File: src/rtl/somador_pkg.sv
// Shared width default and vector types for the somador_32bit adder.
`timescale 1ns/1ps
package somador_pkg;

    localparam int SOMADOR_WIDTH = 32;

    typedef logic [SOMADOR_WIDTH-1:0] somador_word_t;
    typedef logic [SOMADOR_WIDTH:0]   somador_ext_t;

endpackage

File: src/rtl/somador_1bit.sv
// One-bit full-adder cell used as a link in the ripple-carry chain.
`timescale 1ns/1ps
module somador_1bit (
    input  logic x,
    input  logic y,
    input  logic ci,
    output logic sum,
    output logic co
);

    logic p;

    assign p   = x ^ y;
    assign sum = p ^ ci;
    assign co  = (x & y) | (ci & p);

endmodule

File: src/rtl/somador_32bit.sv
// Ripple-carry unsigned adder with a one-cycle registered copy of the result.
// Optional signed-overflow outputs ovf/ovf_q are built when SOMADOR_OVERFLOW_EN is defined.
`timescale 1ns/1ps
module somador_32bit
    import somador_pkg::*;
#(
    parameter int WIDTH = SOMADOR_WIDTH
) (
    input  logic             clk,
    input  logic             rst_n,
    input  logic [WIDTH-1:0] a,
    input  logic [WIDTH-1:0] b,
    input  logic             in_valid,
    output logic [WIDTH-1:0] s,
    output logic             cout,
    output logic [WIDTH-1:0] s_q,
    output logic             cout_q,
    output logic             out_valid
`ifdef SOMADOR_OVERFLOW_EN
    ,
    output logic             ovf,
    output logic             ovf_q
`endif
);

    logic [WIDTH:0]   carry;
    logic [WIDTH-1:0] s_d;
    logic             cout_d;
    logic             valid_d;
    logic             valid_q;

    assign carry[0] = 1'b0;

    for (genvar gen_bit = 0; gen_bit < WIDTH; gen_bit++) begin : gen_fa
        somador_1bit u_fa (
            .x   (a[gen_bit]),
            .y   (b[gen_bit]),
            .ci  (carry[gen_bit]),
            .sum (s[gen_bit]),
            .co  (carry[gen_bit+1])
        );
    end

    assign cout = carry[WIDTH];

`ifdef SOMADOR_OVERFLOW_EN
    logic ovf_d;

    // Signed overflow: like-signed operands producing a result of the other sign.
    assign ovf = (a[WIDTH-1] == b[WIDTH-1]) && (s[WIDTH-1] != a[WIDTH-1]);
`endif

    // The result stage loads every cycle; only the valid flag qualifies it.
    always_comb begin
        s_d     = s;
        cout_d  = cout;
        valid_d = in_valid;
`ifdef SOMADOR_OVERFLOW_EN
        ovf_d   = ovf;
`endif
    end

    always_ff @(posedge clk or negedge rst_n) begin
        if (!rst_n) begin
            s_q     <= '0;
            cout_q  <= 1'b0;
            valid_q <= 1'b0;
`ifdef SOMADOR_OVERFLOW_EN
            ovf_q   <= 1'b0;
`endif
        end else begin
            s_q     <= s_d;
            cout_q  <= cout_d;
            valid_q <= valid_d;
`ifdef SOMADOR_OVERFLOW_EN
            ovf_q   <= ovf_d;
`endif
        end
    end

    assign out_valid = valid_q;

endmodule

File: config.mk
export PLATFORM = sky130hd
export DESIGN_NAME = somador_32bit
export DESIGN_NICKNAME = d
export VERILOG_FILES = /design/src/rtl/somador_pkg.sv /design/src/rtl/somador_1bit.sv /design/src/rtl/somador_32bit.sv
export SDC_FILE = /design/constraint.sdc
export NUM_CORES = 1
export LEC_CHECK = 0
export BUFFER_PORTS_ARGS = -buffer_cell sky130_fd_sc_hd__buf_2
export CAP_MARGIN = 20
export CORE_MARGIN = 1
export CORE_UTILIZATION = 43
export DETAILED_ROUTE_END_ITERATION = 10
export PLACE_DENSITY = 0.88
export SYNTH_ARGS = -nofsm -noshare
export SYNTH_HDL_FRONTEND = slang
export SYNTH_SLANG_ARGS = --single-unit
File: constraint.sdc
create_clock -name clk -period 50.1 [get_ports clk]
set_clock_uncertainty 0.05 [all_clocks]
set_input_delay 10.02 -clock clk [delete_from_list [all_inputs] [get_ports clk]]
set_output_delay 10.02 -clock clk [all_outputs]
set_load 0.02 [all_outputs]
==> results.md, run 1 <==
* Status: finished, final reports clean
* Final HPWL DP at 3.28 mm
* Critical Path Most Common Cell: fa_1
* Final Max Slew Viols at 0
* Total negative slack at 0 ps
* Slew headroom at 51.8%
* Die Area at 0.00436 sq mm
* Initial antenna violation count at 0
* Ratio of cells with drive above 1 in the final layout at 64.8%
* Hold_buf cts at 0
* Power per Cell Area at 38.1 mW/mm^2
* Die Ht at 66.0 um
* Fillers at 306
* Clock-pin slew on the worst setup and hold paths at 60 ps
* Global-route wire length before repair at 5.51 mm
* CTS tree: yes
* Initial DRT Pass Iterations at 3
* Synth top area cells: dfrtp_1 48%, fa_1 35%, buf_4 14%
* Sink Count at 34
* Vias in the first global route at 1276
* Maximum VDD drop at 0.0000213 V
* # rows at 22
* Worst slack, placed at 17180 ps
* Hold Violations, Final at 0
* Setup crit start kind: input pin
* Antenna viol nets, final at 0
* Postcts setup bufs at 0
* Initial DRC count at 27
* I/O pin total at 134
* #FFs+latches synth at 34
* Area leader, netlist: dfrtp_1
* CP required at 40030 ps
* LEAKAGE at 0.00125 uW
* Final Power at 88.6 uW
* Final worst slack at 17220 ps
* Placer Congestion at 0.688
* Diodes inserted at 0
* Achievable Freq at 0.0304 GHz
* Async SR Flop Fraction at 100%
* Critical Path End Type: primary output
* Starting Density at 46.4%
* Crit Path Class: in -> out
* Cell Area, Synth at 0.00176 sq mm
* Synth Warn # at 0
* Grt ovf at 0
* Cells after DPL at 257
* Synthesized Nets at 207
* Final Net Count at 315
* Via count at 1162
* Largest net degree at the start of global routing at 35
* CORE AREA at 0.00380 sq mm
* Non-Filler Instances at 264
* Port Buffers at 133
* # setup viols final at 0
* WP data arrival at 22810 ps
* Ys flop type: dfrtp_1
* RSZ-0062 raised after global routing: false
* Max_cap viols at 0
* Crit Path Max Fanout at 2
* Top post-synthesis cells by count: 34 x dfrtp_1, 32 x buf_4, 31 x fa_1
* Synth unique cells at 5
* Family with the most delay on the worst path: adder cells
* Total track usage at 18.3%
* Crit share post-route at 65.6%
* Crit-path max cell delay at 420 ps
* Top-area cell type share of the netlist area at 48.3%
* Die W at 66.0 um
* Worst Max-Slew Pin Slew at 723 ps
* CTS Buf Count at 5
* Most common cell in the netlist: dfrtp_1
* Total wire length at 3.72 mm
* Htree depth at 2
* DR DRC count at 0
* CTS max path bufs at 2
* Fin crit period at 32880 ps
* Type of the worst min-delay path: in -> async
* Sequential area share after synthesis at 48.3%
* PostCTS Resize Cnt at 0
* Vias/cell at 4.40
* Post-synth EDFFs at 0
* Routed length per instance at 14.1 um
* Syn_area_per_cell at 16.3 sq um
* Layout area overhead at 32.0%
* Gate Count Post-Synth at 108
* Slowest-stage cell, CP: fa_1
* Root Driver: clkbuf_8
* WP buf/inv at 6
[per-layer routing]
metal | vias to the layer above | wire (um) | track usage, %
li1 | 502 | - | -
met1 | 574 | 1110 | 14.8
met2 | 77 | 2170 | 36.9
met3 | 9 | 340 | 5.52
met4 | 0 | 95 | 10.6
met5 | - | 0 | 0
[cells in the final DEF (no fill, tap or decap), drive strengths merged]
master and count:
buf 133, dfrtp 34, fa 31, inv 10, clkbuf 5, clkinv 2, ha 1
[power by group]
part / internal, uW / switching [uW] / total (uW)
registers: 32.6 / 1.22 / 33.8
clock network: 9.29 / 8.99 / 18.3
logic: 12.7 / 23.8 / 36.5
total: 54.6 / 34.0 / 88.6
[area by class of cell]
type | count | area (sq um) | share of cell area [%]
clock inverters | 2 | 10.0 | 0.430
multi-input cells | 32 | 633 | 27.2
flip-flops and latches | 34 | 851 | 36.6
well taps | 48 | 60.1 | 2.58
inverters | 10 | 37.5 | 1.61
clock buffers | 5 | 68.8 | 2.96
repair buffers | 133 | 666 | 28.6
[state kept, by name, summed over array words and instances (netlist names)]
register	cells
cout_q	1
out_valid	1
s_q	32
[stage by stage]
stage / instance area (sq um) / util (%) / hold slack, ps
CTS: 2330 / 61.2 / 9770
floorplan: 1760 / - / 9670
global placement: 2250 / 59.2 / 10070
global route: 2330 / 61.2 / 9790
finish: 2330 / 61.2 / 9740
detailed placement: 2250 / 59.2 / 10070
[how the worst max path moves through the flow]
stage / start / to / depth (start not counted)
floorplan: a[0] / s[31] / 37
detailed placement: a[0] / s[31] / 38
CTS: a[0] / s[31] / 38
finish: a[0] / s[31] / 38
global route: a[0] / s[31] / 38
global placement: a[0] / s[31] / 38
[cells by family (layout without fill, tap and decap cells)]
kind of cell / Yosys count / count (layout) / synth area share, %
adder cells (fa/ha/maj): 32 / 32 / 35.9
flip-flops: 34 / 34 / 48.3
buffers and inverters: 42 / 150 / 15.8
No activity file was read; power rests on OpenSTA's default activity.
==> inputs of run 2 (changes only) <==
- ABC_AREA: not set -> 1
- CORE_UTILIZATION: 43 -> 40
- PLACE_DENSITY: 0.88 -> 0.82
- clock period: 50.1 -> 32.2 ns (I/O delays scaled with it)
==> run 2 against run 1 <==
  * Cell count grew 1.1%
  * Clock power grew 66%
  * Worst hold slack worse by 3600 ps
  * Sequential share of layout area shrank 0.23 points
  * Core utilization down 4.3 points
  * Combinational power increased by 56%
  * Total power up 58%
  * Highest routed layer unchanged
  * Worst setup slack got worse by 11000 ps
  * Global-route usage is 3.3 points lower
  * Via count decreased by 2.1%
==> results.md, run 2 (same netlist as run 1, synthesis figures left out) <==
* Status: finished, final reports clean
* Met3 track demand over resource at 5.00% (-0.52 points)
* CTS Buf Count at 5 (unchanged)
* Power per Cell Area at 59.7 mW/mm^2 (+57%)
* Diodes inserted at 0 (unchanged)
* Port Buffers at 133 (unchanged)
* Biggest register: s_q
* # rows at 23 (+4.5%)
* Initial DRT Pass Iterations at 4 (+1)
* Die Ht at 68.4 um (+3.6%)
* Largest net degree at the start of global routing at 35 (unchanged)
* Final Max Slew Viols at 0 (unchanged)
* WP data arrival at 19090 ps (-3720 ps)
* Layout area overhead at 32.9%
* Achievable Freq at 0.0391 GHz
* Critical Path End Type: primary output
* Met2 usage at 29.3% (-7.6 points)
* DR DRC count at 0 (unchanged)
* Flip-flop count of the largest register after layout at 32 (unchanged)
* Most frequent cells in the layout: 133 x buf_2, 34 x dfrtp_1, 31 x fa_1
* Antenna viol nets, final at 0 (unchanged)
* RSZ-0062 raised after global routing: false
* Setup crit start kind: input pin
* LEAKAGE at 0.00126 uW (+0.36%)
* GR Util met1 at 13.4% (-1.3 points)
* Final Net Count at 315 (unchanged)
* Non-Filler Cell Area, Final at 0.00234 sq mm (+0.65%)
* PostCTS Resize Cnt at 0 (unchanged)
* Gr busiest metal: met2
* Crit share post-route at 79.4%
* Placed Area at 0.00225 sq mm (+0.11%)
* Global-route wire length before repair at 4.75 mm (-14%)
* Hold_buf cts at 0 (unchanged)
* Total wire length at 3.62 mm (-2.6%)
* Max_cap viols at 0 (unchanged)
* CP required at 25710 ps (-14320 ps)
* Maximum VDD drop at 0.0000181 V (-15%)
* CTS tree: yes
* Clock-pin slew on the worst setup and hold paths at 70 ps (about the same)
* Hold Violations, Final at 0 (unchanged)
* CTS max path bufs at 2 (unchanged)
* Slew headroom at 52.2% (+0.42 points)
* Die Area at 0.00467 sq mm (+7.3%)
* Initial DRC count at 22 (-19%)
* Ratio of cells with drive above 1 in the final layout at 64.5% (-0.30 points)
* Starting Density at 42.8% (-3.6 points)
* Commonest non-fill, non-tap cell in the layout: buf_2
* Via count at 1138 (-2.1%)
* Initial antenna violation count at 0 (unchanged)
* Crit Path Max Fanout at 2 (unchanged)
* Die W at 68.4 um (+3.6%)
* I/O pin total at 134 (unchanged)
* Total track usage at 14.9% (-3.3 points)
* Htree depth at 2 (unchanged)
* Crit-path max cell delay at 410 ps (about the same)
* Crit Path Class: in -> out
* Slowest-stage cell, CP: fa_1
* Critical Path Most Common Cell: fa_1
* Total negative slack at 0 ps (unchanged)
* Sink Count at 34 (unchanged)
* Placer Congestion at 0.672 (-2.3%)
* Fin crit period at 25580 ps
* CORE AREA at 0.00412 sq mm (+8.3%)
* Type of the worst min-delay path: in -> async
* Worst Max-Slew Pin Slew at 717 ps (-6.37 ps)
* Grt ovf at 0 (unchanged)
* Routed length per instance at 13.6 um (-3.7%)
* Vias in the first global route at 1112 (-13%)
* # setup viols final at 0 (unchanged)
* Final HPWL DP at 3.28 mm (+0.16%)
* Postcts setup bufs at 0 (unchanged)
* Vias/cell at 4.26 (-3.2%)
* Root Driver: clkbuf_8
[run 2: changes by cell type in the layout (fill, tap and decap cells not counted), sizes merged]
cell    delta
clkbuf     +2
clkinv     -1
[run 2: critical path: cells and delay by family]
family / cells / cell delay (ps)
fa+ha+maj: 32 / 12120
buf+inv: 6 / 560
[run 2: worst paths after layout]
| check | slack [ps] | end | cells after the start | start |
|---|---|---|---|---|
| hold / removal | 6170 | s_q[9] | 1 | rst_n |
| max in group asynchronous | 25470 | s_q[27] | 1 | rst_n |
| setup / recovery | 6620 | s[31] | 38 | a[0] |
| min in group clk | 6220 | out_valid | 1 | in_valid |
[run 2: cell type report]
cell class	count	area [sq um]
clock buffer	7	86.3
clock inverter	1	5.00
tap	50	62.6
sequential	34	851
fill	347	1770
timing repair buffer	133	666
multi-input combinational	32	633
inverter	10	37.5
[run 2: per-layer routing]
metal | up-vias | wire length, um | part of all wire (%)
met5 | - | 0 | 0
met4 | 0 | 43 | 1.2
met3 | 4 | 328 | 9.1
met2 | 71 | 2140 | 59
met1 | 555 | 1110 | 31
li1 | 508 | - | -
[run 2: metrics by stage]
stage	instances	utilization [%]	hold slack, ps	setup slack (ps)	total power [uW]
after floorplan	108	-	6090	7230	96.2
after global placement	259	54.7	6480	6780	110
after detailed placement	259	54.7	6490	6610	111
after CTS	267	56.9	6180	6560	142
after global routing	267	56.9	6200	6200	149
final	267	56.9	6170	6620	140
[run 2: where the power goes]
group / switching [uW] / internal (uW)
registers: 1.86 / 50.7
clock network: 13.1 / 17.2
logic: 37.2 / 19.7
